### src/rtl/hilo_mdu_pkg.sv
// Shared definitions for the HI/LO multiply/divide unit: op encodings, FSM states
// and the divide-by-zero quotient pattern.
package hilo_mdu_pkg;

    localparam logic [2:0] OP_MULT  = 3'b000;
    localparam logic [2:0] OP_MULTU = 3'b001;
    localparam logic [2:0] OP_DIV   = 3'b010;
    localparam logic [2:0] OP_DIVU  = 3'b011;
    localparam logic [2:0] OP_MTHI  = 3'b100;
    localparam logic [2:0] OP_MTLO  = 3'b101;

    typedef enum logic [1:0] {
        ST_IDLE = 2'd0,
        ST_CALC = 2'd1,
        ST_FIX  = 2'd2
    } state_e;

    // Wide enough for any supported WIDTH; sliced to WIDTH at the use site.
    localparam int                     MDU_MAX_W   = 128;
    localparam logic [MDU_MAX_W-1:0]   MDU_DIV0_LO = '1;

endpackage

### src/rtl/hilo_mdu_step.sv
// One radix-2 iteration: shift-add multiply step (mode_i = 0) or restoring divide
// step (mode_i = 1). The divide path exists only when HILO_MDU_DIV_EN is defined.
module hilo_mdu_step #(
    parameter int WIDTH = 32
) (
    input  logic             mode_i,
    input  logic [WIDTH-1:0] hi_i,
    input  logic [WIDTH-1:0] lo_i,
    input  logic [WIDTH-1:0] m_i,
    output logic [WIDTH-1:0] hi_o,
    output logic [WIDTH-1:0] lo_o
);

    logic [WIDTH:0] sum;
`ifdef HILO_MDU_DIV_EN
    logic [WIDTH:0] shifted;
    logic [WIDTH:0] diff;
`else
    logic           unused_mode;
    assign unused_mode = mode_i;
`endif

    always_comb begin
        // Multiply: add multiplicand on LSB of the multiplier, shift pair right.
        sum  = {1'b0, hi_i} + (lo_i[0] ? {1'b0, m_i} : {(WIDTH+1){1'b0}});
        hi_o = sum[WIDTH:1];
        lo_o = {sum[0], lo_i[WIDTH-1:1]};
`ifdef HILO_MDU_DIV_EN
        shifted = {hi_i, lo_i[WIDTH-1]};
        diff    = shifted - {1'b0, m_i};
        if (mode_i) begin
            // Partial remainder stays below the divisor, so WIDTH bits suffice.
            if (shifted >= {1'b0, m_i}) begin
                hi_o = diff[WIDTH-1:0];
                lo_o = {lo_i[WIDTH-2:0], 1'b1};
            end else begin
                hi_o = shifted[WIDTH-1:0];
                lo_o = {lo_i[WIDTH-2:0], 1'b0};
            end
        end
`endif
    end

endmodule

### src/rtl/hilo_mdu.sv
// HI/LO register pair with iterative multiply/divide engine (IDLE -> CALC -> FIX).
// Divide support is compiled in only when HILO_MDU_DIV_EN is defined.
module hilo_mdu
    import hilo_mdu_pkg::*;
#(
    parameter  int WIDTH = 32,
    localparam int CNT_W = $clog2(WIDTH + 1)
) (
    input  logic             clk,
    input  logic             rst_n,
    input  logic             start,
    input  logic [2:0]       op,
    input  logic [WIDTH-1:0] a,
    input  logic [WIDTH-1:0] b,
    input  logic             cancel,
    output logic             busy,
    output logic             done,
    output logic [WIDTH-1:0] hi,
    output logic [WIDTH-1:0] lo
);

    state_e             state_q, state_d;
    logic [CNT_W-1:0]   cnt_q, cnt_d;
    logic [WIDTH-1:0]   hi_q, hi_d, lo_q, lo_d;
    logic [WIDTH-1:0]   acc_hi_q, acc_hi_d, acc_lo_q, acc_lo_d;
    logic [WIDTH-1:0]   m_q, m_d;
    logic               mode_q, mode_d;
    logic               sa_q, sa_d, sb_q, sb_d;
    logic               done_q, done_d;
`ifdef HILO_MDU_DIV_EN
    logic               div0_q, div0_d;
`endif

    logic               is_signed, mult_op, div_op;
    logic [WIDTH-1:0]   a_abs, b_abs, step_hi, step_lo;
    logic [2*WIDTH-1:0] prod;

    hilo_mdu_step #(.WIDTH(WIDTH)) u_step (
        .mode_i (mode_q),
        .hi_i   (acc_hi_q),
        .lo_i   (acc_lo_q),
        .m_i    (m_q),
        .hi_o   (step_hi),
        .lo_o   (step_lo)
    );

    always_comb begin
        state_d   = state_q;
        cnt_d     = cnt_q;
        hi_d      = hi_q;
        lo_d      = lo_q;
        acc_hi_d  = acc_hi_q;
        acc_lo_d  = acc_lo_q;
        m_d       = m_q;
        mode_d    = mode_q;
        sa_d      = sa_q;
        sb_d      = sb_q;
        done_d    = 1'b0;
`ifdef HILO_MDU_DIV_EN
        div0_d    = div0_q;
        div_op    = (op == OP_DIV) || (op == OP_DIVU);
`else
        div_op    = 1'b0;
`endif
        mult_op   = (op == OP_MULT) || (op == OP_MULTU);
        is_signed = (op == OP_MULT) || (op == OP_DIV);
        a_abs     = (is_signed && a[WIDTH-1]) ? -a : a;
        b_abs     = (is_signed && b[WIDTH-1]) ? -b : b;
        prod      = {acc_hi_q, acc_lo_q};

        case (state_q)
            ST_IDLE: begin
                if (start && !cancel) begin
                    if (op == OP_MTHI) begin
                        hi_d = a;
                    end else if (op == OP_MTLO) begin
                        lo_d = a;
                    end else if (mult_op || div_op) begin
                        acc_hi_d = '0;
                        acc_lo_d = a_abs;
                        m_d      = b_abs;
                        mode_d   = div_op;
                        sa_d     = is_signed && a[WIDTH-1];
                        sb_d     = is_signed && b[WIDTH-1];
`ifdef HILO_MDU_DIV_EN
                        div0_d   = (b == '0);
`endif
                        cnt_d    = '0;
                        state_d  = ST_CALC;
                    end
                end
            end
            ST_CALC: begin
                if (cancel) begin
                    state_d = ST_IDLE;
                end else begin
                    acc_hi_d = step_hi;
                    acc_lo_d = step_lo;
                    cnt_d    = cnt_q + 1'b1;
                    if (cnt_q == CNT_W'(WIDTH - 1)) begin
                        state_d = ST_FIX;
                    end
                end
            end
            ST_FIX: begin
                state_d = ST_IDLE;
                if (!cancel) begin
                    done_d = 1'b1;
`ifdef HILO_MDU_DIV_EN
                    // Quotient sign is the XOR of operand signs; remainder follows the dividend.
                    if (mode_q) begin
                        lo_d = div0_q ? MDU_DIV0_LO[WIDTH-1:0]
                                      : ((sa_q ^ sb_q) ? -acc_lo_q : acc_lo_q);
                        hi_d = sa_q ? -acc_hi_q : acc_hi_q;
                    end else
`endif
                    begin
                        {hi_d, lo_d} = (sa_q ^ sb_q) ? -prod : prod;
                    end
                end
            end
            default: state_d = ST_IDLE;
        endcase
    end

    always_ff @(posedge clk or negedge rst_n) begin
        if (!rst_n) begin
            state_q  <= ST_IDLE;
            cnt_q    <= '0;
            hi_q     <= '0;
            lo_q     <= '0;
            acc_hi_q <= '0;
            acc_lo_q <= '0;
            m_q      <= '0;
            mode_q   <= 1'b0;
            sa_q     <= 1'b0;
            sb_q     <= 1'b0;
            done_q   <= 1'b0;
`ifdef HILO_MDU_DIV_EN
            div0_q   <= 1'b0;
`endif
        end else begin
            state_q  <= state_d;
            cnt_q    <= cnt_d;
            hi_q     <= hi_d;
            lo_q     <= lo_d;
            acc_hi_q <= acc_hi_d;
            acc_lo_q <= acc_lo_d;
            m_q      <= m_d;
            mode_q   <= mode_d;
            sa_q     <= sa_d;
            sb_q     <= sb_d;
            done_q   <= done_d;
`ifdef HILO_MDU_DIV_EN
            div0_q   <= div0_d;
`endif
        end
    end

    assign busy = (state_q != ST_IDLE);
    assign done = done_q;
    assign hi   = hi_q;
    assign lo   = lo_q;

endmodule
### config.mk
export PLATFORM = sky130hd
export DESIGN_NAME = hilo_mdu
export DESIGN_NICKNAME = d
export VERILOG_FILES = /design/src/rtl/hilo_mdu_pkg.sv /design/src/rtl/hilo_mdu_step.sv /design/src/rtl/hilo_mdu.sv
export SDC_FILE = /design/constraint.sdc
export NUM_CORES = 1
export LEC_CHECK = 0
export BUFFER_PORTS_ARGS = -buffer_cell sky130_fd_sc_hd__buf_2
export CELL_PAD_IN_SITES_DETAIL_PLACEMENT = 0
export CELL_PAD_IN_SITES_GLOBAL_PLACEMENT = 1
export CORE_ASPECT_RATIO = 1.25
export CORE_UTILIZATION = 40
export DETAILED_ROUTE_END_ITERATION = 6
export GPL_ROUTABILITY_DRIVEN = 0
export PLACE_DENSITY = 0.86
export SLEW_MARGIN = 20
export SYNTH_ARGS = -nofsm -noshare
export SYNTH_HDL_FRONTEND = slang
export SYNTH_SLANG_ARGS = --single-unit
### constraint.sdc
create_clock -name clk -period 3.36 [get_ports clk]
set_clock_uncertainty 0.15 [all_clocks]
set_input_delay 0.168 -clock clk [delete_from_list [all_inputs] [get_ports clk]]
set_output_delay 0.168 -clock clk [all_outputs]
set_load 0.01 [all_outputs]
# Word-level counts from Yosys, hierarchy flattened
# Index checks and enable logic that the tools add are counted.
[classes]
bitwise = 3
mux = 40
reduce_logical = 16
eq_ne = 16
addsub = 5
[ops]
columns = ["cell", "n"]
rows = [
  ["2-to-1 mux 32 bit", 20],
  ["one-hot mux 32 bit (2 select lines)", 4],
  ["2-to-1 mux 64 bit", 1],
  ["negator 32 bit", 2],
  ["negator 64 bit", 1],
  ["adder 32 x 33 -> 33 bit", 1],
  ["2-to-1 mux 6 bit", 5],
  ["!= test 2 bit, second input constant", 8],
  ["AND reduction 5 bit", 3],
  ["2-to-1 mux 2 bit", 6],
  ["one-hot mux 6 bit (2 select lines)", 1],
  ["adder 6 x 1 -> 6 bit, second input constant", 1],
  ["equality test 3 bit, second input constant", 2],
  ["equality test 6 x 5 -> 1 bit, second input constant", 1],
  ["AND reduction 6 bit", 1],
  ["nonzero test 2 bit", 3],
  ["one-hot mux 2 bit (2 select lines)", 1],
  ["AND reduction 4 bit", 1],
  ["equality test 3 x 1 -> 1 bit, second input constant", 1],
  ["equality test 3 x 2 -> 1 bit, second input constant", 1],
  ["logical AND 1 bit", 3],
  ["logical NOT 3 bit", 1],
  ["!= test 3 bit, second input constant", 1],
  ["equality test 2 x 1 -> 1 bit, second input constant", 1],
  ["other kinds (7)", 10],
]
[word_totals]
ff_bits = 171
word_cells = 90
out_inout_bits = 66
inputBits = 71

# Longest topological paths before layout
# Gate-level depths: netlist (run 1).
[logic_depth]
ltp_word = 9
ltp_mapped = 14
mapped_depth_nobuf = 12

# Modules after synthesis
# From an unflattened synthesis (run 1), not the netlist that was laid out.
[unflattened]
hier_cells = 1527
hier_area_um2 = 12349.3
[modules_own_cells]
columns = ["module", "area_each_um2", "cells_each", "instances"]
rows = [
  ["hilo_mdu", 10105.9, 1202, 1],
  ["hilo_mdu_step", 2243.4, 325, 1],
]

# Worst setup path before layout (run 1)
# No wires, ideal clock.
[synth_timing]
path_kind = "register to register"
start = "reg acc_lo_q[0]"
end = "reg acc_hi_q[24]"
t_required_ps = 3075
stages_incl_launch_ff = 14
synth_period_minus_slack_ps = 3235
path_slack_ps = 125
arrival_time_ps = 2949
cell_sequence = "dfrtp_1 > clkbuf_1 > clkbuf_1 > nand2_1 > inv_1 > ha_1 > a211oi_1 > nor2_1 > a2111oi_2 > a31oi_1 > a31o_2 > a211oi_1 > xor2_1 > o21ai_0"
[synth_via]
elab_chain_len = 4
[synth_lines]
columns = ["item", "line", "text"]
rows = [
  ["start, declared", "hilo_mdu.sv:25", "logic [WIDTH-1:0] acc_hi_q, acc_hi_d, acc_lo_q, acc_lo_d;"],
  ["start signal, assigned", "hilo_mdu.sv:148", "acc_lo_q <= acc_lo_d;"],
  ["2-to-1 mux 32 bit", "hilo_mdu_step.sv:25", "sum = {1'b0, hi_i} + (lo_i[0] ? {1'b0, m_i} : {(WIDTH+1){1'b0}});"],
  ["adder 32 x 33 -> 33 bit", "hilo_mdu_step.sv:25", ""],
  ["2-to-1 mux 32 bit", "hilo_mdu.sv:94", "if (cancel) begin"],
  ["one-hot mux 32 bit (2 select lines)", "hilo_mdu.sv:71", "case (state_q)"],
  ["end signal, assigned", "hilo_mdu.sv:147", "acc_hi_q <= acc_hi_d;"],
  ["end, declared", "hilo_mdu.sv:25", ""],
]
# No other way between the ends. The select of a mux whose other input is x is not followed.
# A chain may end at the register's enable or synchronous reset.

# Final worst setup path (run 1)
# Same ends and word-level chain as after synthesis.

==> summary.txt, run 1 <==
Logic synthesis
  • Syn nets: 1494
  • Synth cell count leaders: nand2_1, dfrtp_1, o21ai_0, nor2_1, a21oi_1
  • Largest cells by area after synthesis: dfrtp_1, xnor2_1, o21ai_0, nand2_1, xor2_1
  • Number of synthesized flops with an enable pin: 0
  • Cell taking the most area after synthesis: dfrtp_1
  • Predominant post-synthesis flop cell: dfrtp_1
  • Register area share after synthesis: 37.6%
  • Share of the synthesized area in the top cell type: 37.6%
  • Yosys warns: 0
  • Most common cell in the netlist: nand2_1
  • Yosys reg bits: 171
  • Syn Area/Cell: 8.22 sq um
  • Syn Inst Count: 1386
  • Unique masters post-synth: 62
  • Mapped cell area: 0.0114 sq mm
  • Synth async-reset ratio: 100%

Global routing
  • Gr usage total: 24.1%
  • First-pass GRT wire length: 55100 um
  • GRT overflow: 0
  • Initial antenna violation count: 0
  • Largest net degree at the start of global routing: 79
  • Vias in the first global route: 10.6k

Setup path
  • CP Launch Type: register
  • Setup crit end kind: register
  • Critical path cell sequence: nand2_1, inv_1, ha_1, a211oi_1, nor2_1, a2111oi_4, a31oi_1, a31o_2, a211oi_1, xor2_1, o21ai_0
  • Crit-path max FO: 9
  • Buf/Inv on CP: 1
  • Critical Path Most Common Cell: a211oi_1
  • Crit Path Category: register to register
  • Required time of the critical path: 3.50 ns
  • Peak per-stage delay on the critical path: 0.46 ns
  • Worst EP arrival: 3.30 ns
  • CP max stage cell: dfrtp_2
  • Crit-path leading delay family: compound AO/OA/AOI/OAI gates

Detailed routing
  • Routed Antenna Nets: 0
  • DR vias/cell: 5.58
  • Top Layer Used: met4
  • Final wirelength: 34400 um
  • Routed wire per std cell: 17.8 um
  • Drt drc: 0
  • DRT Pass-1 Iters: 5
  • Via Count: 10.8k
  • Routed met1 length: 14700 um
  • DR WL met3: 1350 um
  • Met2 wire len: 16900 um
  • Initial DRC count: 1010

Layout
  • Share of cells above drive strength 1: 15.1%
  • Fin cells: 1930
  • Diode count: 0
  • Area delta synth->final: 21.8%
  • Nets@finish: 1675
  • Fillers: 2688

Placed design
  • Post-DP HPWL: 25700 um
  • DP Cell Count: 1834
  • IO buf count: 136

Timing
  • Tmin final: 3.16 ns
  • Max_slew headroom: 46.2%
  • FMAX: 317 MHz
  • Final setup violation count: 0
  • Fin Setup TNS: 0 ns
  • Worst Tran Pin Value: 0.804 ns
  • Max Slew Vio Count: 0
  • Final worst-path cycle share: 94.0%
  • Unrepaired setup endpoints after global routing: false
  • Final hold violations: 0

Hold path
  • HP Class: input pin to register

CTS
  • CTS tree: built
  • CTS Sinks: 171
  • Reg clk slew, reported paths: 0.07 ns
  • Clock Latency Late Sink: 0.44 ns
  • CTS Buf Count: 17
  • H-tree levels: 4
  • Max clock buf depth: 2
  • Clock root cell: clkbuf_16

Floorplanning
  • Die W: 153 um
  • Io pins: 137
  • DIE AREA: 0.0292 sq mm
  • Core Area: 0.0278 sq mm
  • Initial Util: 41.0%
  • Row Count: 68
  • Height of the die: 191 um

Pwr
  • Pleak: 0.00619 uW
  • Pwr/cell area: 572 mW/mm^2
  • Peak supply drop: 0.000300 V

Status
  • Outcome: finished clean

Run
  • Maxcap violations: 0
## path summary, 6_finish.rpt
check	startpoint	end	slack (ns)	depth (start not counted)
setup reg to reg	acc_lo_q[0]	acc_hi_q[24]	0.20	11
max in group asynchronous	rst_n	lo[27]	1.94	3
hold reg to reg	m_q[17]	m_q[17]	0.32	2
min in group asynchronous	rst_n	lo[4]	0.19	2
setup / recovery	acc_lo_q[0]	acc_hi_q[24]	0.20	11
hold / removal	a[14]	acc_lo_q[14]	0.0006	3
## layout make-up
cell class	count	area, sq um	share of cell area [%]
multi-input cells	1114	6820	49.1
flip-flops and latches	171	4280	30.8
repair buffers	237	1640	11.8
clock buffers	18	439	3.16
well taps	350	438	3.15
clock inverters	14	168	1.21
inverters	26	97.6	0.703
## registers in the layout, indices dropped and copies added, names as in the netlist
register and flops:
acc_hi_q 32, acc_lo_q 32, cnt_q 6, done 1, hi 32, lo 32, m_q 32, sa_q 1
sb_q 1, state_q 2
## power breakdown
group	switching (uW)	internal (uW)
Combinational	1580	1200
Clock	868	1190
Sequential	576	2530
## metal layers
metal,vias up,global-route usage (%)
met4,0,12.1
met5,-,0
li1,5302,-
met1,5081,29.3
met3,67,2.48
met2,324,42.3
## cell families after synthesis
group	count (synthesis)	share of synthesized area, %
AOI/OAI and AO/OA	429	22.8
xor gates and xnor gates	145	11.1
adders and majority gates	37	4.13
buffers and inverters	101	3.34
DFF	171	37.6
muxes	1	0.0879
and+or+nand+nor	502	20.9
## stage by stage
step / setup slack (ns) / util (%) / power, uW / cell area (sq um) / hold WS (ns)
after detailed placement: 0.136 / 45.3 / 5840 / 12600 / 0.121
after global routing: 0.00224 / 49.9 / 8440 / 13900 / 0.0173
final: 0.201 / 49.9 / 7940 / 13900 / 0.000556
after floorplan: 0.125 / - / 4870 / 11400 / -0.278
after global placement: 0.208 / 45.3 / 5780 / 12600 / 0.124
after CTS: 0.124 / 49.8 / 7950 / 13900 / 0.000344
## placed cells by master (no fill, tap or decap), types with 7 or more instances in the layout
cell,n
nand2_1,180
dfrtp_1,170
o21ai_0,140
buf_2,135
nor2_1,127
a21oi_1,106
xnor2_1,81
dlygate4sd3_1,64
xor2_1,62
and2_1,37
o31ai_1,36
ha_1,36
buf_4,34
nor3_1,32
nand3_1,27
a22oi_1,27
inv_1,25
o21ai_1,24
clkbuf_16,17
nor4_1,16
or3_1,15
o221ai_1,14
a31oi_1,13
a21boi_0,13
o41ai_1,10
nand2b_1,9
nand4_1,8
a211oi_1,8
nor2b_1,7
and3_1,7
## worst register-to-register path, cell delays in order (launching register included)
cell and delay (ns):
dfrtp_2 0.46, nand2_1 0.13, inv_1 0.06, ha_1 0.29, a211oi_1 0.31, nor2_1 0.16
a2111oi_4 0.41, a31oi_1 0.22, a31o_2 0.34, a211oi_1 0.25, xor2_1 0.16, o21ai_0 0.08
## what timing repair did
action,in CTS,in global routing
hold endpoints to repair,147,0
gates resized for setup,0,3
hold buffers,64,0
setup endpoints to repair,0,5
setup buffers,0,0
Power figures use the tool's default switching activity.
==> run 2, diff against run 1 <==
- CORE_UTILIZATION: 40 -> 41
- CTS_BUF_LIST: unset -> sky130_fd_sc_hd__clkbuf_4 sky130_fd_sc_hd__clkbuf_8
- GPL_TIMING_DRIVEN: unset -> 0
- HOLD_SLACK_MARGIN: unset -> 0.12
- PLACE_DENSITY: 0.86 -> 0.88
==> summary.txt, run 2 (synthesis gave the netlist of run 1 again) <==
Status
  • Outcome: complete, but fails checks
  • Failing checks: design-rule violations

Setup path
  • Critical Path Most Common Cell: o31a_1
  • Setup crit end kind: register
  • CP Launch Type: register
  • Critical path cell sequence: buf_8, and2_4, ha_2, inv_1, fa_2, nor2b_4, o31a_1, o31a_1, o41ai_4, buf_4, or4_1, o211ai_1, xnor2_1, o21ai_1
  • R2R depth: 14 (+3)
  • Crit-path max FO: 10 (+1)
  • CP max stage cell: or4_1
  • Worst EP arrival: 3.49 ns (+0.19 ns)
  • Crit-path leading delay family: simple AND/OR/NAND/NOR gates
  • Worst path depth: 14 (+3)
  • Peak per-stage delay on the critical path: 0.46 ns (about the same)
  • Buf/Inv on CP: 3 (+2)
  • Crit Path Category: register to register
  • Required time of the critical path: 3.56 ns (+0.06 ns)

Timing
  • Final hold violations: 0 (unchanged)
  • Setup ws final: 0.0714 ns (-0.129 ns)
  • Worst Tran Pin Value: 0.976 ns (+0.173 ns)
  • Final worst-path cycle share: 97.9% (+3.8 points)
  • Tmin final: 3.29 ns (+0.129 ns)
  • Unrepaired setup endpoints after global routing: true
  • Final setup violation count: 0 (unchanged)
  • Max_slew headroom: 34.5% (-12 points)
  • Max Slew Vio Count: 0 (unchanged)
  • Min Hold Slack: 0.184 ns (+0.183 ns)
  • FMAX: 304 MHz (-3.9%)

Layout
  • Fin cells: 2015 (+4.4%)
  • FF+latch area: 0.00428 sq mm (unchanged)
  • Layout Utilization: 52.7% (+2.8 points)
  • Nets@finish: 1765 (+5.4%)
  • Share of cells above drive strength 1: 13.8% (-1.3 points)
  • Area delta synth->final: 25.3%
  • Commonest non-fill, non-tap cell in the layout: nand2_1
  • Diode count: 0 (unchanged)
  • Fillers: 2621 (-2.5%)
  • Most frequent cells in the layout: nand2_1, dfrtp_1, o21ai_0
  • Multi-input gate area: 0.00686 sq mm (+0.70%)

Detailed routing
  • DR vias/cell: 5.70 (+2.1%)
  • Final wirelength: 38600 um (+12%)
  • Initial DRC count: 890 (-12%)
  • Routed wire per std cell: 19.2 um (+7.6%)
  • Drt drc: 13 (+13)
  • Routed Antenna Nets: 0 (unchanged)
  • Via Count: 11.5k (+6.6%)
  • DRT Pass-1 Iters: 7 (+2)

Hold path
  • HP Class: input pin to register
  • Hold depth: 5 (+2)

CTS
  • Clock root cell: clkbuf_8
  • Max clock buf depth: 2 (unchanged)
  • CTS Sinks: 171 (unchanged)
  • CTS Buf Count: 17 (unchanged)
  • Clock Latency Late Sink: 0.48 ns (+0.04 ns)
  • H-tree levels: 4 (unchanged)
  • CTS tree: built
  • Reg clk slew, reported paths: 0.09 ns (+0.02 ns)

Floorplanning
  • Die W: 151 um (-1.2%)
  • Core Area: 0.0271 sq mm (-2.7%)
  • Initial Util: 42.1% (+1.1 points)
  • DIE AREA: 0.0285 sq mm (-2.4%)
  • Row Count: 67 (-1.5%)
  • Height of the die: 188 um (-1.2%)
  • Io pins: 137 (unchanged)

Global routing
  • GRT overflow: 0 (unchanged)
  • Largest net degree at the start of global routing: 101 (+28%)
  • Gr usage total: 27.6% (+3.5 points)
  • Initial antenna violation count: 0 (unchanged)
  • Vias in the first global route: 11.1k (+4.9%)
  • First-pass GRT wire length: 59600 um (+8.3%)

Run
  • Maxcap violations: 0 (unchanged)

Placed design
  • Post-DP HPWL: 29200 um (+13%)
  • DP Cell Count: 1868 (+1.9%)
  • Place WS: -0.874 ns (-1.01 ns)
  • IO buf count: 136 (unchanged)

Pwr
  • Seq pwr share: 40.2% (+1.1 points)
  • Switching portion of total power: 40.0% (+1.9 points)
  • Psw: 3060 uW (+1.4%)
  • Clk pwr share: 21.6% (-4.3 points)
  • Int Pwr: 4600 uW (-6.4%)
  • Comb pwr share: 38.2% (+3.2 points)
  • Pleak: 0.00626 uW (+1.2%)
  • Peak supply drop: 0.000278 V (-7.6%)
  • Pwr/cell area: 537 mW/mm^2 (-6.1%)
-- run 2: final cells by class --
type	instances	area share [%]
Buffer	73	2.02
Clock buffer	18	1.73
Clock inverter	14	1.36
Inverter	26	0.683
Multi-Input combinational cell	1114	48.1
Sequential cell	171	30.0
Tap cell	345	3.02
Timing Repair Buffer	254	13.1
-- run 2: repair_timing --
item,4_1_cts,5_1_grt
pin swaps,1,3
setup endpoints to repair,26,33
hold buffers,105,0
hold endpoints to repair,298,0
gates resized for setup,11,22
gates cloned,0,0
setup buffers,2,10
-- run 2: power groups by stage --
stage / clock network, uW / registers (uW) / logic [uW]
after floorplan: 0 / 3000 / 1860
after global placement: 0 / 3080 / 2680
after detailed placement: 0 / 3100 / 2740
after CTS: 1660 / 3060 / 2880
after global routing: 1740 / 3140 / 3250
final: 1650 / 3080 / 2930
-- run 2: worst paths after layout --
| kind | slack (ns) | start | end |
|---|---|---|---|
| worst min register to register | 0.33 | m_q[23] | m_q[23] |
| worst max register to register | 0.07 | acc_lo_q[0] | acc_hi_q[27] |
| worst max-delay path | 0.07 | acc_lo_q[0] | acc_hi_q[27] |
| max in group asynchronous | 1.78 | rst_n | acc_lo_q[0] |
| worst min-delay path | 0.18 | cancel | cnt_q[2] |
| min in group asynchronous | 0.52 | rst_n | acc_lo_q[17] |
-- run 2: metal layers --
metal	GRT usage, %	routed length [um]
met1	32.7	14900
met2	47.5	19100
met4	15.7	1990
met3	3.24	2650
met5	0	0
-- run 2: tightest hold or removal path: stages --
cell	delay, ns
buf_2	0.13
nor2_1	0.19
nand2_1	0.14
xor2_1	0.06
nor2_1	0.08
-- run 2: metrics by stage --
stage | area [sq um] | setup TNS [ns] | power, uW
4_1_cts | 14100 | 0 | 7600
3_5_place_dp | 12500 | -10.75 | 5830
5_1_grt | 14300 | -0.203 | 8130
6_report | 14300 | 0 | 7670
2_1_floorplan | 11400 | 0 | 4870
3_3_place_gp | 12500 | -125.74 | 5770
